### src/rtl/rgb_yuv_encoder.sv
// rgb_yuv_encoder
//   Reads a packed RGB image from SRAM, converts it to Y/U/V and writes
//   separate Y, U and V planes back to SRAM, one 4-pixel group per 18-cycle
//   pass. Chroma is horizontally subsampled by two.
//
//   Ports
//     Clock            sole clock, rising edge
//     Resetn           synchronous active-low reset
//     Enable           start request, only looked at while idle
//     SRAM_address     SRAM word address (registered)
//     SRAM_read_data   SRAM read word, valid two cycles after its address
//     SRAM_write_data  SRAM write word (registered)
//     SRAM_we_n        active-low write enable (registered)
//     Done             one-cycle pulse after the last group is written
//
//   Build option
//     RGB_ENC_CHROMA_AVG_EN  defined: chroma for pixel 2j is the rounded
//                            average of pixels 2j and 2j+1.
//                            undefined: chroma uses pixel 2j directly.
//
//   Scheduling: three shared multipliers compute one Y/U/V value per cycle.
//   The first chroma pair (pixel 4k) is evaluated in S_LAT0/S_LAT1, where the
//   multipliers would otherwise sit idle and that pixel's words have already
//   arrived; the second pair (pixel 4k+2) completes the U word in S_C4 and
//   the V word in S_C5.
module rgb_yuv_encoder #(
   parameter logic [17:0] RGB_BASE   = 18'd146944,
   parameter logic [17:0] Y_BASE     = 18'd0,
   parameter logic [17:0] U_BASE     = 18'd38400,
   parameter logic [17:0] V_BASE     = 18'd57600,
   parameter int          NUM_GROUPS = 19200
) (
   input  logic        Clock,
   input  logic        Resetn,
   input  logic        Enable,
   output logic [17:0] SRAM_address,
   input  logic [15:0] SRAM_read_data,
   output logic [15:0] SRAM_write_data,
   output logic        SRAM_we_n,
   output logic        Done
);

   typedef enum logic [4:0] {
      S_IDLE,
      S_RD0, S_RD1, S_RD2, S_RD3, S_RD4, S_RD5,
      S_LAT0, S_LAT1,
      S_C0, S_C1, S_C2, S_C3, S_C4, S_C5,
      S_WY01, S_WY23, S_WU, S_WV
   } state_t;

   typedef enum logic [1:0] {CF_NONE, CF_Y, CF_U, CF_V} coef_t;

   localparam logic [17:0] LAST_K = 18'(NUM_GROUPS - 1);

   state_t      state;
   logic [17:0] k;

   logic [15:0] rgb_word [0:5];
   logic [7:0]  px_r [0:3];
   logic [7:0]  px_g [0:3];
   logic [7:0]  px_b [0:3];
   logic [7:0]  ca_r, ca_g, ca_b;   // chroma source for pixel 4k
   logic [7:0]  cb_r, cb_g, cb_b;   // chroma source for pixel 4k+2

   logic [7:0]  y_pix [0:3];
   logic [7:0]  u_a, v_a, u_b, v_b;

   logic [7:0]         sel_r, sel_g, sel_b;
   coef_t              csel;
   logic signed [31:0] c_r, c_g, c_b, offset;
   logic signed [31:0] sum, scaled;
   logic [7:0]         conv_out;

   // Unpack the six words: {R0,G0} {B0,R1} {G1,B1} {R2,G2} {B2,R3} {G3,B3}
   always_comb begin
      for (int p = 0; p < 2; p++) begin
         px_r[2*p]   = rgb_word[3*p][15:8];
         px_g[2*p]   = rgb_word[3*p][7:0];
         px_b[2*p]   = rgb_word[3*p+1][15:8];
         px_r[2*p+1] = rgb_word[3*p+1][7:0];
         px_g[2*p+1] = rgb_word[3*p+2][15:8];
         px_b[2*p+1] = rgb_word[3*p+2][7:0];
      end
   end

`ifdef RGB_ENC_CHROMA_AVG_EN
   function automatic logic [7:0] avg2(input logic [7:0] a, input logic [7:0] b);
      logic [8:0] s;
      s = {1'b0, a} + {1'b0, b} + 9'd1;
      return s[8:1];
   endfunction

   assign ca_r = avg2(px_r[0], px_r[1]);
   assign ca_g = avg2(px_g[0], px_g[1]);
   assign ca_b = avg2(px_b[0], px_b[1]);
   assign cb_r = avg2(px_r[2], px_r[3]);
   assign cb_g = avg2(px_g[2], px_g[3]);
   assign cb_b = avg2(px_b[2], px_b[3]);
`else
   assign ca_r = px_r[0];
   assign ca_g = px_g[0];
   assign ca_b = px_b[0];
   assign cb_r = px_r[2];
   assign cb_g = px_g[2];
   assign cb_b = px_b[2];
`endif

   // Shared conversion datapath: operand/coefficient select, 3 multipliers, clip.
   always_comb begin
      // NOTE: every variable gets a default first so no path infers a latch.
      sel_r  = '0;
      sel_g  = '0;
      sel_b  = '0;
      csel   = CF_NONE;
      c_r    = '0;
      c_g    = '0;
      c_b    = '0;
      offset = '0;
      case (state)
         S_LAT0: begin sel_r = ca_r;     sel_g = ca_g;     sel_b = ca_b;     csel = CF_U; end
         S_LAT1: begin sel_r = ca_r;     sel_g = ca_g;     sel_b = ca_b;     csel = CF_V; end
         S_C0:   begin sel_r = px_r[0];  sel_g = px_g[0];  sel_b = px_b[0];  csel = CF_Y; end
         S_C1:   begin sel_r = px_r[1];  sel_g = px_g[1];  sel_b = px_b[1];  csel = CF_Y; end
         S_C2:   begin sel_r = px_r[2];  sel_g = px_g[2];  sel_b = px_b[2];  csel = CF_Y; end
         S_C3:   begin sel_r = px_r[3];  sel_g = px_g[3];  sel_b = px_b[3];  csel = CF_Y; end
         S_C4:   begin sel_r = cb_r;     sel_g = cb_g;     sel_b = cb_b;     csel = CF_U; end
         S_C5:   begin sel_r = cb_r;     sel_g = cb_g;     sel_b = cb_b;     csel = CF_V; end
         default: ;
      endcase
      case (csel)
         CF_Y: begin c_r = 32'sd16843;  c_g = 32'sd33030;  c_b = 32'sd6423;   offset = 32'sd16;  end
         CF_U: begin c_r = -32'sd9699;  c_g = -32'sd19071; c_b = 32'sd28770;  offset = 32'sd128; end
         CF_V: begin c_r = 32'sd28770;  c_g = -32'sd24117; c_b = -32'sd4653;  offset = 32'sd128; end
         default: ;
      endcase
      sum = c_r * $signed({24'd0, sel_r}) + c_g * $signed({24'd0, sel_g})
          + c_b * $signed({24'd0, sel_b}) + 32'sd32768;
      scaled = (sum >>> 16) + offset;
      if (scaled < 32'sd0)
         conv_out = 8'd0;
      else if (scaled > 32'sd255)
         conv_out = 8'd255;
      else
         conv_out = scaled[7:0];
   end

   // Read capture and result registers. Each word arrives two states after
   // its address, so words 0..5 land in S_RD2..S_LAT1.
   // NOTE: pure datapath registers carry no reset; the FSM never consumes
   // them before they have been loaded in the current pass.
   always_ff @(posedge Clock) begin
      case (state)
         S_RD2:  rgb_word[0] <= SRAM_read_data;
         S_RD3:  rgb_word[1] <= SRAM_read_data;
         S_RD4:  rgb_word[2] <= SRAM_read_data;
         S_RD5:  rgb_word[3] <= SRAM_read_data;
         S_LAT0: begin rgb_word[4] <= SRAM_read_data; u_a <= conv_out; end
         S_LAT1: begin rgb_word[5] <= SRAM_read_data; v_a <= conv_out; end
         S_C0:   y_pix[0] <= conv_out;
         S_C1:   y_pix[1] <= conv_out;
         S_C2:   y_pix[2] <= conv_out;
         S_C3:   y_pix[3] <= conv_out;
         S_C4:   u_b <= conv_out;
         S_C5:   v_b <= conv_out;
         default: ;
      endcase
   end

   // Control FSM with registered SRAM outputs: the values set on a transition
   // are what the SRAM sees during the state being entered.
   always_ff @(posedge Clock) begin
      // NOTE: reset is sampled on the clock edge only; there is no async path.
      if (!Resetn) begin
         state           <= S_IDLE;
         k               <= '0;
         SRAM_address    <= '0;
         SRAM_write_data <= '0;
         SRAM_we_n       <= 1'b1;
         Done            <= 1'b0;
      end else begin
         Done <= 1'b0;
         case (state)
            S_IDLE: if (Enable) begin
               k            <= '0;
               SRAM_address <= RGB_BASE;
               SRAM_we_n    <= 1'b1;
               state        <= S_RD0;
            end
            S_RD0: begin SRAM_address <= SRAM_address + 18'd1; state <= S_RD1; end
            S_RD1: begin SRAM_address <= SRAM_address + 18'd1; state <= S_RD2; end
            S_RD2: begin SRAM_address <= SRAM_address + 18'd1; state <= S_RD3; end
            S_RD3: begin SRAM_address <= SRAM_address + 18'd1; state <= S_RD4; end
            S_RD4: begin SRAM_address <= SRAM_address + 18'd1; state <= S_RD5; end
            S_RD5:  state <= S_LAT0;
            S_LAT0: state <= S_LAT1;
            S_LAT1: state <= S_C0;
            S_C0:   state <= S_C1;
            S_C1:   state <= S_C2;
            S_C2:   state <= S_C3;
            S_C3:   state <= S_C4;
            S_C4:   state <= S_C5;
            S_C5: begin
               SRAM_address    <= Y_BASE + {k[16:0], 1'b0};
               SRAM_write_data <= {y_pix[0], y_pix[1]};
               SRAM_we_n       <= 1'b0;
               state           <= S_WY01;
            end
            S_WY01: begin
               SRAM_address    <= Y_BASE + {k[16:0], 1'b0} + 18'd1;
               SRAM_write_data <= {y_pix[2], y_pix[3]};
               state           <= S_WY23;
            end
            S_WY23: begin
               SRAM_address    <= U_BASE + k;
               SRAM_write_data <= {u_a, u_b};
               state           <= S_WU;
            end
            S_WU: begin
               SRAM_address    <= V_BASE + k;
               SRAM_write_data <= {v_a, v_b};
               state           <= S_WV;
            end
            S_WV: begin
               SRAM_we_n <= 1'b1;
               if (k == LAST_K) begin
                  Done  <= 1'b1;
                  state <= S_IDLE;
               end else begin
                  k            <= k + 18'd1;
                  SRAM_address <= RGB_BASE + 18'd6 * (k + 18'd1);
                  state        <= S_RD0;
               end
            end
            default: state <= S_IDLE;
         endcase
      end
   end

endmodule
### config.mk
export PLATFORM = sky130hd
export DESIGN_NAME = rgb_yuv_encoder
export DESIGN_NICKNAME = d
export VERILOG_FILES = /design/src/rtl/rgb_yuv_encoder.sv
export SDC_FILE = /design/constraint.sdc
export NUM_CORES = 1
export LEC_CHECK = 0
export CAP_MARGIN = 25
export CORE_MARGIN = 1
export CORE_UTILIZATION = 40
export DETAILED_ROUTE_END_ITERATION = 8
export SLEW_MARGIN = 20
export SYNTH_ARGS = -nofsm -noshare
export SYNTH_HDL_FRONTEND = slang
export SYNTH_SLANG_ARGS = --single-unit
### constraint.sdc
create_clock -name Clock -period 29.6 [get_ports Clock]
set_clock_uncertainty 0.05 [all_clocks]
set_input_delay 7.4 -clock Clock [delete_from_list [all_inputs] [get_ports Clock]]
set_output_delay 7.4 -clock Clock [all_outputs]
set_load 0.03 [all_outputs]
# == Yosys cells after proc, flatten, opt, wreduce, memory -nomap -nowiden ==
# Memory sizes are Yosys's and may differ from the RTL's.
# Cells that the tools add are included.
# totals
register_bits,91
latchBits,0
ram_bits,128
mem_bits_ro,0
input_bits,19
out_inout_bits,36
elab_cells,143
memories,2
# op_classes
n_addsub,10
n_mul,4
n_div,0
n_lt_le_gt_ge,2
eq_ne,24
shift,0
mux,67
n_bitwise,0
n_reduce_logical,24
# mem_list
memory,depth,word_bits,rd,rd_clocked_by_memory_dff,write_ports,line,source
rgb_word,6,16,6,0,1,58,logic [15:0] rgb_word [0:5];
y_pix,4,8,4,0,1,65,logic [7:0] y_pix [0:3];
# ops
operator,count
$pmux 32 s3,3
$pmux 18 s7,1
$mul 32x9->32,3
$pmux 8 s4,3
$pmux 5 s19,1
$mux 16,5
$reduce_or 16->1,5
$mux 18,4
$add 32x32->32,2
$pmux 16 s4,1
$add 18x1->18 const B,3
$eq 5x4->1 const B,8
$mux 8,5
$add 16x18->18 const A,2
$pmux 18 s2,1
$add 32x17->32 const B,1
$gt 32x9->1 const B,1
$lt 32x1->1 const B,1
$mux 1,31
$reduce_or 8->1,3
$eq 5x3->1 const B,4
$add 18x18->18 const A,1
$eq 18x15->1 const B,1
$mul 2x18->17 const A,1
24 further kinds,40

# == Longest topological paths before layout ==
# Gate-level depths: netlist (run 1).
# depth
ltp_word,16
ltp_mapped,44
ltp_nobuf,40

# == Least setup slack after synthesis (run 1) ==
# No wires, ideal clock.
# synth_timing
kind,reg2reg
startpoint,register state[1]
endpoint,register u_a[0] (data pin)
setup_time_ns,0.346
t_arrival_ns,9.876
required_time_ns,29.204
path_slack_ns,19.328
stages_incl_launch_ff,40
n_path_buf,4
period_less_slack_ns,10.272
cell_sequence,dfxtp_1 > buf_2 > buf_1 > nand2_1 > o21ai_0 > a22oi_1 > nor2_1 > clkinv_1 > clkbuf_1 > ha_1 > clkbuf_1 > nand2_1 > fa_1 > inv_1 > fa_1 > inv_1 > fa_1 > fa_1 > [4 not listed] > fa_1 > inv_1 > ha_1 > a21oi_1 > o21ai_0 > a31oi_1 > a21boi_0 > nor2b_1 > nor2_1 > o21ba_2 > xnor2_1 > ha_1 > ha_1 > nand2_1 > a211oi_1 > a21oi_1 > o32ai_1 > a41oi_1
# synth_between
elab_chain_len,13
elab_cells_between_ends,36
classes_between,4 x add/sub; 3 x mul; 2 x order compare; 11 x eq/ne; 10 x mux; 6 x reduce/logical
# synth_lines
element,line,source
start: declaration,55,state_t state;
start signal: assignment,174,state <= S_IDLE;
start signal: assignment,187,state <= S_RD0;
start signal: assignment,189,S_RD0: begin SRAM_address <= SRAM_address + 18'd1; state <= S_RD1; end
$eq 5x4->1 / $eq 5x3->1 (equally long branches),119,case (state)
$reduce_or 4->1 (no line) / $reduce_or 2->1 (equally long branches),-,
$pmux 2 s3,119,
$eq 2x2->1 / $eq 2x1->1 (equally long branches),130,case (csel)
$pmux 32 s3,130,
$mul 32x9->32,136,"sum = c_r * $signed({24'd0, sel_r}) + c_g * $signed({24'd0, sel_g})"
$add 32x32->32,136,
$add 32x32->32,137,"+ c_b * $signed({24'd0, sel_b}) + 32'sd32768;"
$add 32x17->32,137,
$add 16x9->17 (*),138,scaled = (sum >>> 16) + offset;
$gt 32x9->1,141,else if (scaled > 32'sd255)
$mux 8,141,
$mux 8 (*),139,if (scaled < 32'sd0)
via conv_out[0],72,logic [7:0] conv_out;
end signal: assignment,157,S_LAT0: begin rgb_word[4] <= SRAM_read_data; u_a <= conv_out; end
end: declaration,66,"logic [7:0] u_a, v_a, u_b, v_b;"
# The timed path passes the listed nets; every way through them passes the cells marked *.
# A chain may end at the register's enable or synchronous reset.

# == Worst setup path after layout (run 1) ==
# layout_timing
startpoint,register state[1]
endpoint,register u_a[7] (data pin)
# The elaborated chain is that of the path after synthesis.

==> impl_results.md, run 1 <==
- Outcome: finished, violations left
- Violated checks: DRC
- Number of cells on the worst hold path: 2
- Global-route wire length before repair: 105000 um
- Rows: approximately 90
- Growth of design area from synthesis to finish: 9.91%
- Accumulated negative setup slack: 0 ns
- Max rail drop VDD: 41.0 uV
- Total routing usage reported by global routing: 0.226
- Power Dens Cells: 46.9 nW/um^2
- Max capacitance violation total: 0
- Placeable core region: 59100 um^2
- Top routing layer in use: met5
- Cells on worst reg2reg path: 39
- Via count of the first global-routing pass: ~18000
- Initial standard-cell utilization of the core: 0.406
- CP Class: reg -> reg
- Post-layout power: 1240 uW
- Distinct cell type count after synthesis: 79
- Quantity of I/O buffers inserted on ports: 54
- Leakage power figure: 0.0120 uW
- Count of clock tree sinks: approximately 220
- Post-cts repair resize count: 0
- Critical path required time: 29.71 ns
- Height of the die: approximately 250 um
- DR vias/cell: 5.40
- Maximum number of pins on one net before global-route repair: 33
- Routed length on met3: between 5000 and 6000 um
- CTS Buffer Depth: 3
- Capture point of the worst reg-to-reg path: u_a[7]
- Maximum clock frequency: 82.3 MHz
- Fraction of final layout cells sized beyond drive strength 1: 0.0458
- Latest clock arrival within the worst-skew pair: 0.53 ns
- Slew of the pin with the lowest slew margin: 1.06 ns
- Antenna violations before repair: 3
- Clock tree root buffer cell: sky130_fd_sc_hd__clkbuf_16
- Cell count after synthesis: 2387
- Width of the die: 247 um
- Worst hold path startpoint: y_pix[0][6]
- Net count reported at finish: approximately 3000
- Critical Path AT: between 10 and 15 ns
- Total overflow reported by the global router: 0
- Cell mode on critical path: sky130_fd_sc_hd__fa_1
- Number of buffers inserted by post-CTS setup repair: 0
- Final setup fails: 0
- Largest stage delay on the critical path: 0.79 ns
- Full die area: 61000 um^2
- CP Max Fanout: 22
- Warning count from the yosys run: 0
- Hold Violations, Final: 0
- Synth Flop Type: sky130_fd_sc_hd__edfxtp_1
- Worst setup slack for register-to-register paths: 17.45 ns
- Clock input transition at the sequential cells of the worst setup and hold paths: 0.06 ns
- M1 wire length: 29600 um
- CP Capture Type: register
- Async S/R FF share, synth: 0
- Number of slew-limit violations in the final report: 0
- Worst-case headroom to the max-slew limit: 0.292
- Fin crit period: 12.15 ns
- Final-layout worst hold slack: 0.485 ns
- Number of nets still failing antenna checks after routing: 0
- HPWL after detailed placement: 54900 um
- Hold Path Sink: SRAM_write_data[14]
- DRC errors left: 4
- Placer's final routability congestion estimate: around 1.0
- WL per Instance: 20.8 um
- Worst min-delay path class: reg -> reg
- Sequential-to-total area share from yosys stat: 0.249
- Initial DRC count: about 1500
- Wire length on met2: 31000 um
- Beginning of the worst register-to-register path: state[1]
- Number of hold buffers added after cts: 0
- Startpoint type of the worst setup path: register
- Critical path's slowest cell: sky130_fd_sc_hd__dfxtp_1
- First-pass iteration count of the detailed router: 9
- Wirelength, routed: ~67000 um
- Overall via count from detail_route: 17400
- Synth Cell Area: 24000 um^2
- Net count after synthesis: slightly below 3000
- Clock tree from TritonCTS: yes
- I/O pin total: 55
- RSZ-0062 raised after global routing: no
- Number of CTS-inserted buffers: 24
- Avg Synthesized Cell Area: 10.1 um^2
- Period utilization: 0.410
- H-tree level count: 1
- Count of flip-flops with a built-in enable after synthesis: 160
- Yosys reg bits: 219
[metrics by stage]
stage          instances  worst slack [ns]  cell area, um^2   util
6_report            3220             17.45            26400  0.447
5_1_grt             3219             16.92            26400  0.446
4_1_cts             3217             17.63            26400  0.446
3_5_place_dp        3173             17.71            25600  0.432
3_3_place_gp        3172             17.49            25500  0.432
2_1_floorplan       2387             19.33            24000      -
[cell usage in the layout (no fill, tap or decap), types with 40 or more instances in the layout]
| master | count |
|---|---|
| sky130_fd_sc_hd__a21oi_1 | 63 |
| sky130_fd_sc_hd__clkdlybuf4s50_1 | 54 |
| sky130_fd_sc_hd__inv_1 | 568 |
| sky130_fd_sc_hd__dfxtp_1 | 59 |
| sky130_fd_sc_hd__nor2b_1 | 60 |
| sky130_fd_sc_hd__edfxtp_1 | 160 |
| sky130_fd_sc_hd__nand2_1 | 123 |
| sky130_fd_sc_hd__buf_4 | 40 |
| sky130_fd_sc_hd__o21ai_0 | 64 |
| sky130_fd_sc_hd__nor2_1 | 147 |
| sky130_fd_sc_hd__xnor2_1 | 42 |
| sky130_fd_sc_hd__fa_1 | 351 |
| sky130_fd_sc_hd__ha_1 | 214 |
[layer usage]
| metal | GRT usage | vias up |
|---|---|---|
| met5 | 0 | - |
| met1 | 0.322 | 8818 |
| met4 | 0.0399 | 6 |
| met2 | 0.365 | 599 |
| met3 | 0.0378 | 72 |
| li1 | - | 7893 |
[cell usage after synthesis (all sizes together), types with 10 or more instances]
cell type,instances,share of area
nor3,25,0.0052
a21o,14,0.0044
a22o,13,0.0047
a211oi,10,0.0031
a222oi,34,0.014
a22oi,20,0.0062
a221o,10,0.0042
nand3,23,0.0048
a31oi,34,0.0089
or2,13,0.0034
nand2b,23,0.0060
o21ai,64,0.013
xnor2,42,0.015
edfxtp,160,0.20
a221oi,21,0.0077
and3,18,0.0047
inv,568,0.089
and2,19,0.0049
clkbuf,71,0.011
dfxtp,59,0.049
xor2,27,0.0098
o211ai,10,0.0031
nand2,123,0.019
a21boi,14,0.0044
ha,214,0.11
nor2,153,0.024
fa,351,0.29
nand4,16,0.0042
nor2b,60,0.016
a21oi,65,0.014
[registers in the layout, summed over array words and instances, names as in the netlist, 5 cells and up]
name / flops
u_a: 8
rgb_word: 96
SRAM_write_data: 16
k: 18
state: 5
u_b: 8
v_a: 8
v_b: 8
SRAM_address: 18
y_pix: 32
[layout make-up]
cell class / instances / area, um^2
fillers: 5591 / 32700
multi-input cells: 1519 / 15600
flip-flops and latches: 219 / 5990
inverters: 569 / 2140
well taps: 773 / 967
repair buffers: 95 / 856
clock buffers: 29 / 619
clock inverters: 15 / 214
diodes: 1 / 2.50
[cells by family (layout without fill, tap and decap cells)]
logic type | count (synthesis) | in the layout | share of synthesized area
buf+inv | 649 | 708 | 0.102
fa+ha+maj | 565 | 565 | 0.404
simple gates | 509 | 509 | 0.106
compound gates | 372 | 372 | 0.112
flops | 219 | 219 | 0.249
xor+xnor | 70 | 70 | 0.0261
mux | 3 | 3 | 0.00125
other cells | 0 | 1 | 0
[how the worst max path moves through the flow]
stage / startpoint / end / slack [ns] / depth (start not counted)
after global routing: state[1] / v_a[7] / 16.92 / 38
after CTS: state[1] / v_a[7] / 17.63 / 38
after global placement: state[1] / u_a[2] / 17.49 / 37
final: state[1] / u_a[7] / 17.45 / 39
after detailed placement: state[1] / u_a[7] / 17.71 / 38
after floorplan: state[1] / u_a[0] / 19.33 / 39
[worst max-delay path, delay by kind of cell (launching register included)]
kind / cells / cell delay, ns
adder cells (fa/ha/maj): 11 / 5.21
AO/OA/AOI/OAI: 9 / 2.46
AND/OR/NAND/NOR: 10 / 1.47
buffers and inverters: 7 / 1.44
flip-flops: 1 / 0.79
XOR/XNOR: 2 / 0.33
[power by group]
group / switching (uW) / internal, uW / total, uW
Clock: 121 / 193 / 314
Sequential: 10.7 / 398 / 409
Combinational: 341 / 175 / 516
Total: 473 / 766 / 1240
Power figures use the tool's default switching activity.
==> run 2: changes to the inputs <==
==> constraint.sdc (replaced) <==
create_clock -name Clock -period 10.75 [get_ports Clock]
set_clock_uncertainty 0.05 [all_clocks]
set_input_delay 2.6875 -clock Clock [delete_from_list [all_inputs] [get_ports Clock]]
set_output_delay 2.6875 -clock Clock [all_outputs]
set_load 0.03 [all_outputs]
==> impl_results.md, run 2 (synthesis results as in run 1) <==
- Cells on worst reg2reg path: 38
- Critical Path AT: a little over 10 ns
- Count of placed standard cells including taps: 3250
- Critical path required time: 10.88 ns
- Worst setup slack for register-to-register paths: between 0.5 and 0.6 ns
- Slew of the pin with the lowest slew margin: 1.00 ns
- DRC errors left: 2
- Initial standard-cell utilization of the core: 0.406
- Leading cell type in the layout, fill and taps excluded: sky130_fd_sc_hd__inv_1
- Total routing usage reported by global routing: 0.234
- WL per Instance: 20.9 um
- HPWL after detailed placement: between 50000 and 60000 um
- Total overflow reported by the global router: 0
- Accumulated negative setup slack: 0 ns
- Maximum clock frequency: 98.0 MHz
- Cell mode on critical path: sky130_fd_sc_hd__fa_1
- CP Max Fanout: 13
- Wirelength, routed: slightly below 70000 um
- Number of CTS-inserted buffers: 24
- Growth of design area from synthesis to finish: 12.6%
- Number of slew-limit violations in the final report: 0
- Global-route wire length before repair: 108000 um
- Dpl ws: between 0.3 and 0.4 ns
- Largest registers: rgb_word (96), y_pix (32)
- CTS Buffer Depth: 3
- CP Class: reg -> reg
- Latest clock arrival within the worst-skew pair: 0.53 ns
- Violated checks: DRC
- Quantity of I/O buffers inserted on ports: 54
- Post-layout power: 3470 uW
- Max capacitance violation total: 0
- Fin crit period: roughly 10 ns
- Outcome: finished, violations left
- Clock tree from TritonCTS: yes
- Startpoint type of the worst setup path: register
- Final Instance Count excl. Fillers: 3296
- Count of filler cells inserted in the layout: ~5500
- Worst min-delay path class: reg -> reg
- Maximum number of pins on one net before global-route repair: 33
- Hold Path Sink: SRAM_write_data[0]
- Width of the die: 247 um
- Hold Violations, Final: 0
- Largest stage delay on the critical path: 0.76 ns
- Number of cells on the worst hold path: 2
- CP Capture Type: register
- Family with the most delay on the worst path: adder cells
- Beginning of the worst register-to-register path: state[2]
- Number of hold buffers added after cts: 0
- First-pass iteration count of the detailed router: 9
- Max rail drop VDD: 122 uV
- Overall via count from detail_route: 17500
- Worst hold path startpoint: y_pix[1][0]
- H-tree level count: 1
- Fraction of final layout cells sized beyond drive strength 1: 0.0813
- Clock input transition at the sequential cells of the worst setup and hold paths: 0.06 ns
- Capture point of the worst reg-to-reg path: y_pix[1][0]
- Final setup fails: 0
- Initial DRC count: 1520
- Count of clock tree sinks: around 220
- Net count reported at finish: 3089
- Leakage power figure: 0.0124 uW
- Setup slack after layout: 0.551 ns
- Full die area: 61000 um^2
- Placer's final routability congestion estimate: between 0.9 and 1
- Number of buffers inserted by post-CTS setup repair: 0
- Antenna violations before repair: 5
- RSZ-0062 raised after global routing: no
- Antenna cells: 0
- Worst-case headroom to the max-slew limit: 0.328
- Placeable core region: 59100 um^2
- Critical path's slowest cell: sky130_fd_sc_hd__a221oi_1
- Routed length on met3: roughly 4600 um
- Power Dens Cells: 128 nW/um^2
- Number of nets still failing antenna checks after routing: 0
- DR vias/cell: 5.32
- I/O pin total: 55
- Period utilization: 0.949
- Height of the die: around 250 um
- Clock tree root buffer cell: sky130_fd_sc_hd__clkbuf_16
- Number of flip-flops in the largest register: 96
- M1 wire length: 30400 um
- Rows: 89
- Via count of the first global-routing pass: 18300
- Buf/Inv on CP: 7
- Wire length on met2: roughly 32000 um
- Final cell utilization of the core: 0.457
- Top routing layer in use: met5
- Register name with the most flops: rgb_word
- Most frequent cells in the layout: sky130_fd_sc_hd__inv_1, sky130_fd_sc_hd__fa_1, sky130_fd_sc_hd__ha_1, sky130_fd_sc_hd__edfxtp_1, sky130_fd_sc_hd__nor2_1
-- run 2: changes by cell type in the layout (fill, tap and decap cells not counted), sizes merged --
| cell | before | now |
|---|---|---|
| buf | 41 | 118 |
| bufinv | 5 | 1 |
| clkinv | 10 | 7 |
| clkinvlp | 1 | 3 |
| inv | 568 | 569 |
| diode | 1 | 0 |
| clkbuf | 29 | 33 |
-- run 2: worst max-delay path by stage --
stage | to | slack [ns] | cells after the start | from
after floorplan | u_a[0] | 0.48 | 39 | state[1]
final | y_pix[1][0] | 0.55 | 38 | state[2]
after global placement | y_pix[3][0] | 0.20 | 37 | state[1]
after CTS | y_pix[1][0] | 0.29 | 34 | state[1]
after global routing | y_pix[1][2] | 0.03 | 38 | state[2]
after detailed placement | y_pix[1][0] | 0.32 | 34 | state[1]
-- run 2: area by class of cell --
type / instances / area, um^2 / area share
clock buffer: 33 / 676 / 0.0250
clock inverter: 11 / 93.8 / 0.00347
inverter: 569 / 2140 / 0.0790
multi-input combinational: 1519 / 15700 / 0.581
sequential: 219 / 5990 / 0.221
tap: 773 / 967 / 0.0358
timing repair buffer: 172 / 1460 / 0.0540
-- run 2: tightest hold or removal path, delay by kind of cell (launching register included) --
kind | cells | cell delay, ns
AOI/OAI and AO/OA | 1 | 0.07
and+or+nand+nor | 1 | 0.06
DFF | 1 | 0.35
-- run 2: stage by stage --
stage	hold WS (ns)	instance area, um^2
3_3_place_gp	0.474	26100
6_report	0.488	27000
4_1_cts	0.487	26900
5_1_grt	0.512	27000
3_5_place_dp	0.480	26200
2_1_floorplan	0.459	24000
-- run 2: report_power, final --
part	switching, uW	internal, uW
Clock	337	466
Sequential	23.6	1090
Combinational	987	562
Total	1350	2120
-- run 2: repair_timing --
action	CTS	global route
gates resized for setup	0	19
setup endpoints to repair	0	64
hold endpoints to repair	0	0
-- run 2: metal layers --
| layer | up-vias | track usage |
|---|---|---|
| met3 | 86 | 0.0471 |
| met2 | 500 | 0.376 |
| met5 | - | 0 |
| li1 | 8046 | - |
| met1 | 8900 | 0.323 |
| met4 | 10 | 0.0530 |
==> edit (flow settings as in run 2) <==
The option `RGB_ENC_CHROMA_AVG_EN` is turned on by a define.
--- a/src/rtl/rgb_yuv_encoder.sv
+++ b/src/rtl/rgb_yuv_encoder.sv
@@ -25,2 +25,4 @@
 //   the V word in S_C5.
+`define RGB_ENC_CHROMA_AVG_EN
+
 module rgb_yuv_encoder #(
Formal check against the unedited RTL: same outputs for any inputs over 4 cycles, from zero or initial values and one cycle with Resetn low; that may be too few to reach the edited logic, so the function may still have changed.
==> edit against run 2 <==
Area after synthesis is 6.9% higher; cell area grew 13%; sequential cell count unchanged; wire length up 7.5%; setup slack lost 180 ps; critical path depth is 6 higher; critical endpoint is now u_a[7].
Power is not compared: it rests on default switching activity, and its combinational part moved more than twofold at a synthesized area within 25%.
==> edit: results (changes against run 2) <==
Status
  • Outcome: completed

Global route
  • Initial antenna violation count: 1 (-4)
  • Pin count of the biggest net entering global routing: 61 (+85%)
  • Vias in the first global route: 20.4k (+11%)
  • Global-route wire length before repair: 116,000 µm (+7.4%)
  • Combined global-route utilization of all metal layers: 23.0% (-0.39 points)

Yosys
  • Number of synthesis warnings: 0 (unchanged)
  • Most used flip-flop cell after synthesis: sky130_fd_sc_hd__edfxtp_1
  • Sequential cell area fraction in the yosys report: 23.3% (-1.6 points)
  • Distinct cell type count of the synthesized netlist: 78 (-1.3%)
  • Top post-synthesis cells by count: sky130_fd_sc_hd__inv_1 (589), sky130_fd_sc_hd__fa_1 (359), sky130_fd_sc_hd__ha_1 (256)
  • Number of enable flip-flop cells after synthesis: 160 (unchanged)
  • Async set-or-reset flop fraction in the synthesized netlist: 0% (unchanged)
  • Synth top area cells: sky130_fd_sc_hd__fa_1 (28%), sky130_fd_sc_hd__edfxtp_1 (19%), sky130_fd_sc_hd__ha_1 (12%), sky130_fd_sc_hd__inv_1 (8.6%), sky130_fd_sc_hd__dfxtp_1 (4.6%)
  • Syn nets: 3,229 (+8.7%)

Clocking
  • CTS root buf: sky130_fd_sc_hd__clkbuf_16
  • Max H-tree Level: 1 (unchanged)
  • Clock latency of the later-clocked register in the worst-skew pair: 530 ps (about the same)
  • Buffer depth of the longest clock path: 3 (unchanged)
  • Clock-pin slew on the worst setup and hold paths: 60 ps (about the same)
  • Clock buffers created by TritonCTS: 21 (-13%)

Power and ir drop
  • Worst vdd rail ir drop: ~100 µV
  • Standby leakage power: about 14 nW
  • Fraction of power spent switching nets: a little over a quarter
  • Comb pwr share: 14.4%

Cells and area
  • Number of inserted diodes: 0 (unchanged)
  • Largest registers: rgb_word (96), y_pix (32)
  • Final #Nets: 3,511 (+14%)
  • Count of filler cells inserted in the layout: 5,756 (+4.5%)
  • Fraction of layout instances using a drive strength above 1: 15.8% (+7.7 points)

Setup path
  • Max stage delay on crit path: 540 ps (-220 ps)
  • Critical Path Fanout Max: 8 (-5)
  • Data arrival time of the worst path: 10,570 ps (+240 ps)
  • CP max-delay cell: sky130_fd_sc_hd__fa_1

Placement
  • Buffers on Ports: 54 (unchanged)
  • Final estimated routing congestion in global placement: 0.985 (+3.6%)
  • Post-detail-place hpwl: 61,200 µm (+6.7%)
  • Cell area reported after detailed placement: 29,000 µm² (+11%)

Drt
  • Number of detailed-route iterations in the first pass: 6 (-3)
  • Number of design-rule violations left by the first detailed-router iteration: 1,710 (+13%)
  • Vias after detailed routing: 19.5k (+11%)
  • Average wire per standard cell: 19.8 µm (-5.2%)

Min path
  • Worst min path class: reg2reg

Timing
  • Max-slew headroom: 34.8% (+2.0 points)
[edit: timing repair]
action / CTS / global route
resized for setup: 43 / 107
setup buffers: 2 / 25
endpoints found under the hold margin: 0 / 0
pin swaps: 4 / 119
endpoints found under the setup margin: 64 / 64
[edit: power by group through the flow]
stage	clock [mW]	sequential, mW	combinational, mW
3_5_place_dp	0	0.972	0.255
4_1_cts	0.730	0.953	0.271
6_report	0.714	0.954	0.281
2_1_floorplan	0	0.982	0.143
3_3_place_gp	0	0.971	0.250
5_1_grt	0.767	0.955	0.305
[edit: kinds of logic after synthesis]
| kind of cell | count (synthesis) | synth area share [%] |
|---|---|---|
| AOI/OAI and AO/OA | 469 | 12.4 |
| xor gates and xnor gates | 107 | 3.68 |
| adders and majority gates | 615 | 40.5 |
| buffers and inverters | 666 | 9.78 |
| DFF | 219 | 23.3 |
| muxes | 3 | 0.122 |
| and+or+nand+nor | 516 | 10.2 |
[edit: routing by layer]
| layer | part of all wire [%] | GRT usage [%] | up-vias |
|---|---|---|---|
| li1 | - | - | 9064 |
| met1 | 43 | 31.6 | 9749 |
| met2 | 46 | 37.2 | 598 |
| met3 | 6.8 | 3.78 | 87 |
| met4 | 3.6 | 6.73 | 0 |
| met5 | 0 | 0 | - |
[edit: worst max-delay path: cells and delay by family, from the launching register on]
family | cells | cell delay (ps)
AOI/OAI and AO/OA | 14 | 2700
xor gates and xnor gates | 2 | 180
adders and majority gates | 10 | 4470
buffers and inverters | 9 | 1020
DFF | 1 | 390
and+or+nand+nor | 9 | 1210
[edit: path summary, 6_finish.rpt]
kind,startpoint,end,slack (ps),depth (start not counted)
worst min-delay path,y_pix[0][0],SRAM_write_data[8],480,2
worst min register to register,y_pix[0][0],SRAM_write_data[8],480,2
worst max-delay path,rgb_word[1][8],u_a[7],370,44
worst max register to register,rgb_word[1][8],u_a[7],370,44
[edit: cell type report]
type	count	area (µm²)	area share, %
Multi-Input combinational cell	1710	17800	58.4
Sequential cell	219	5990	19.6
Timing Repair Buffer	334	2780	9.10
Inverter	591	2220	7.27
Tap cell	846	1060	3.47
Clock buffer	29	586	1.92
Clock inverter	9	61.3	0.201
[edit: metrics by stage]
stage	hold slack, ps	cells	setup slack, ps
finish	483	3738	370
global route	523	3738	-87.0
CTS	480	3713	1.38
detailed placement	470	3673	-652
global placement	470	3672	-455
floorplan	460	2595	16.5
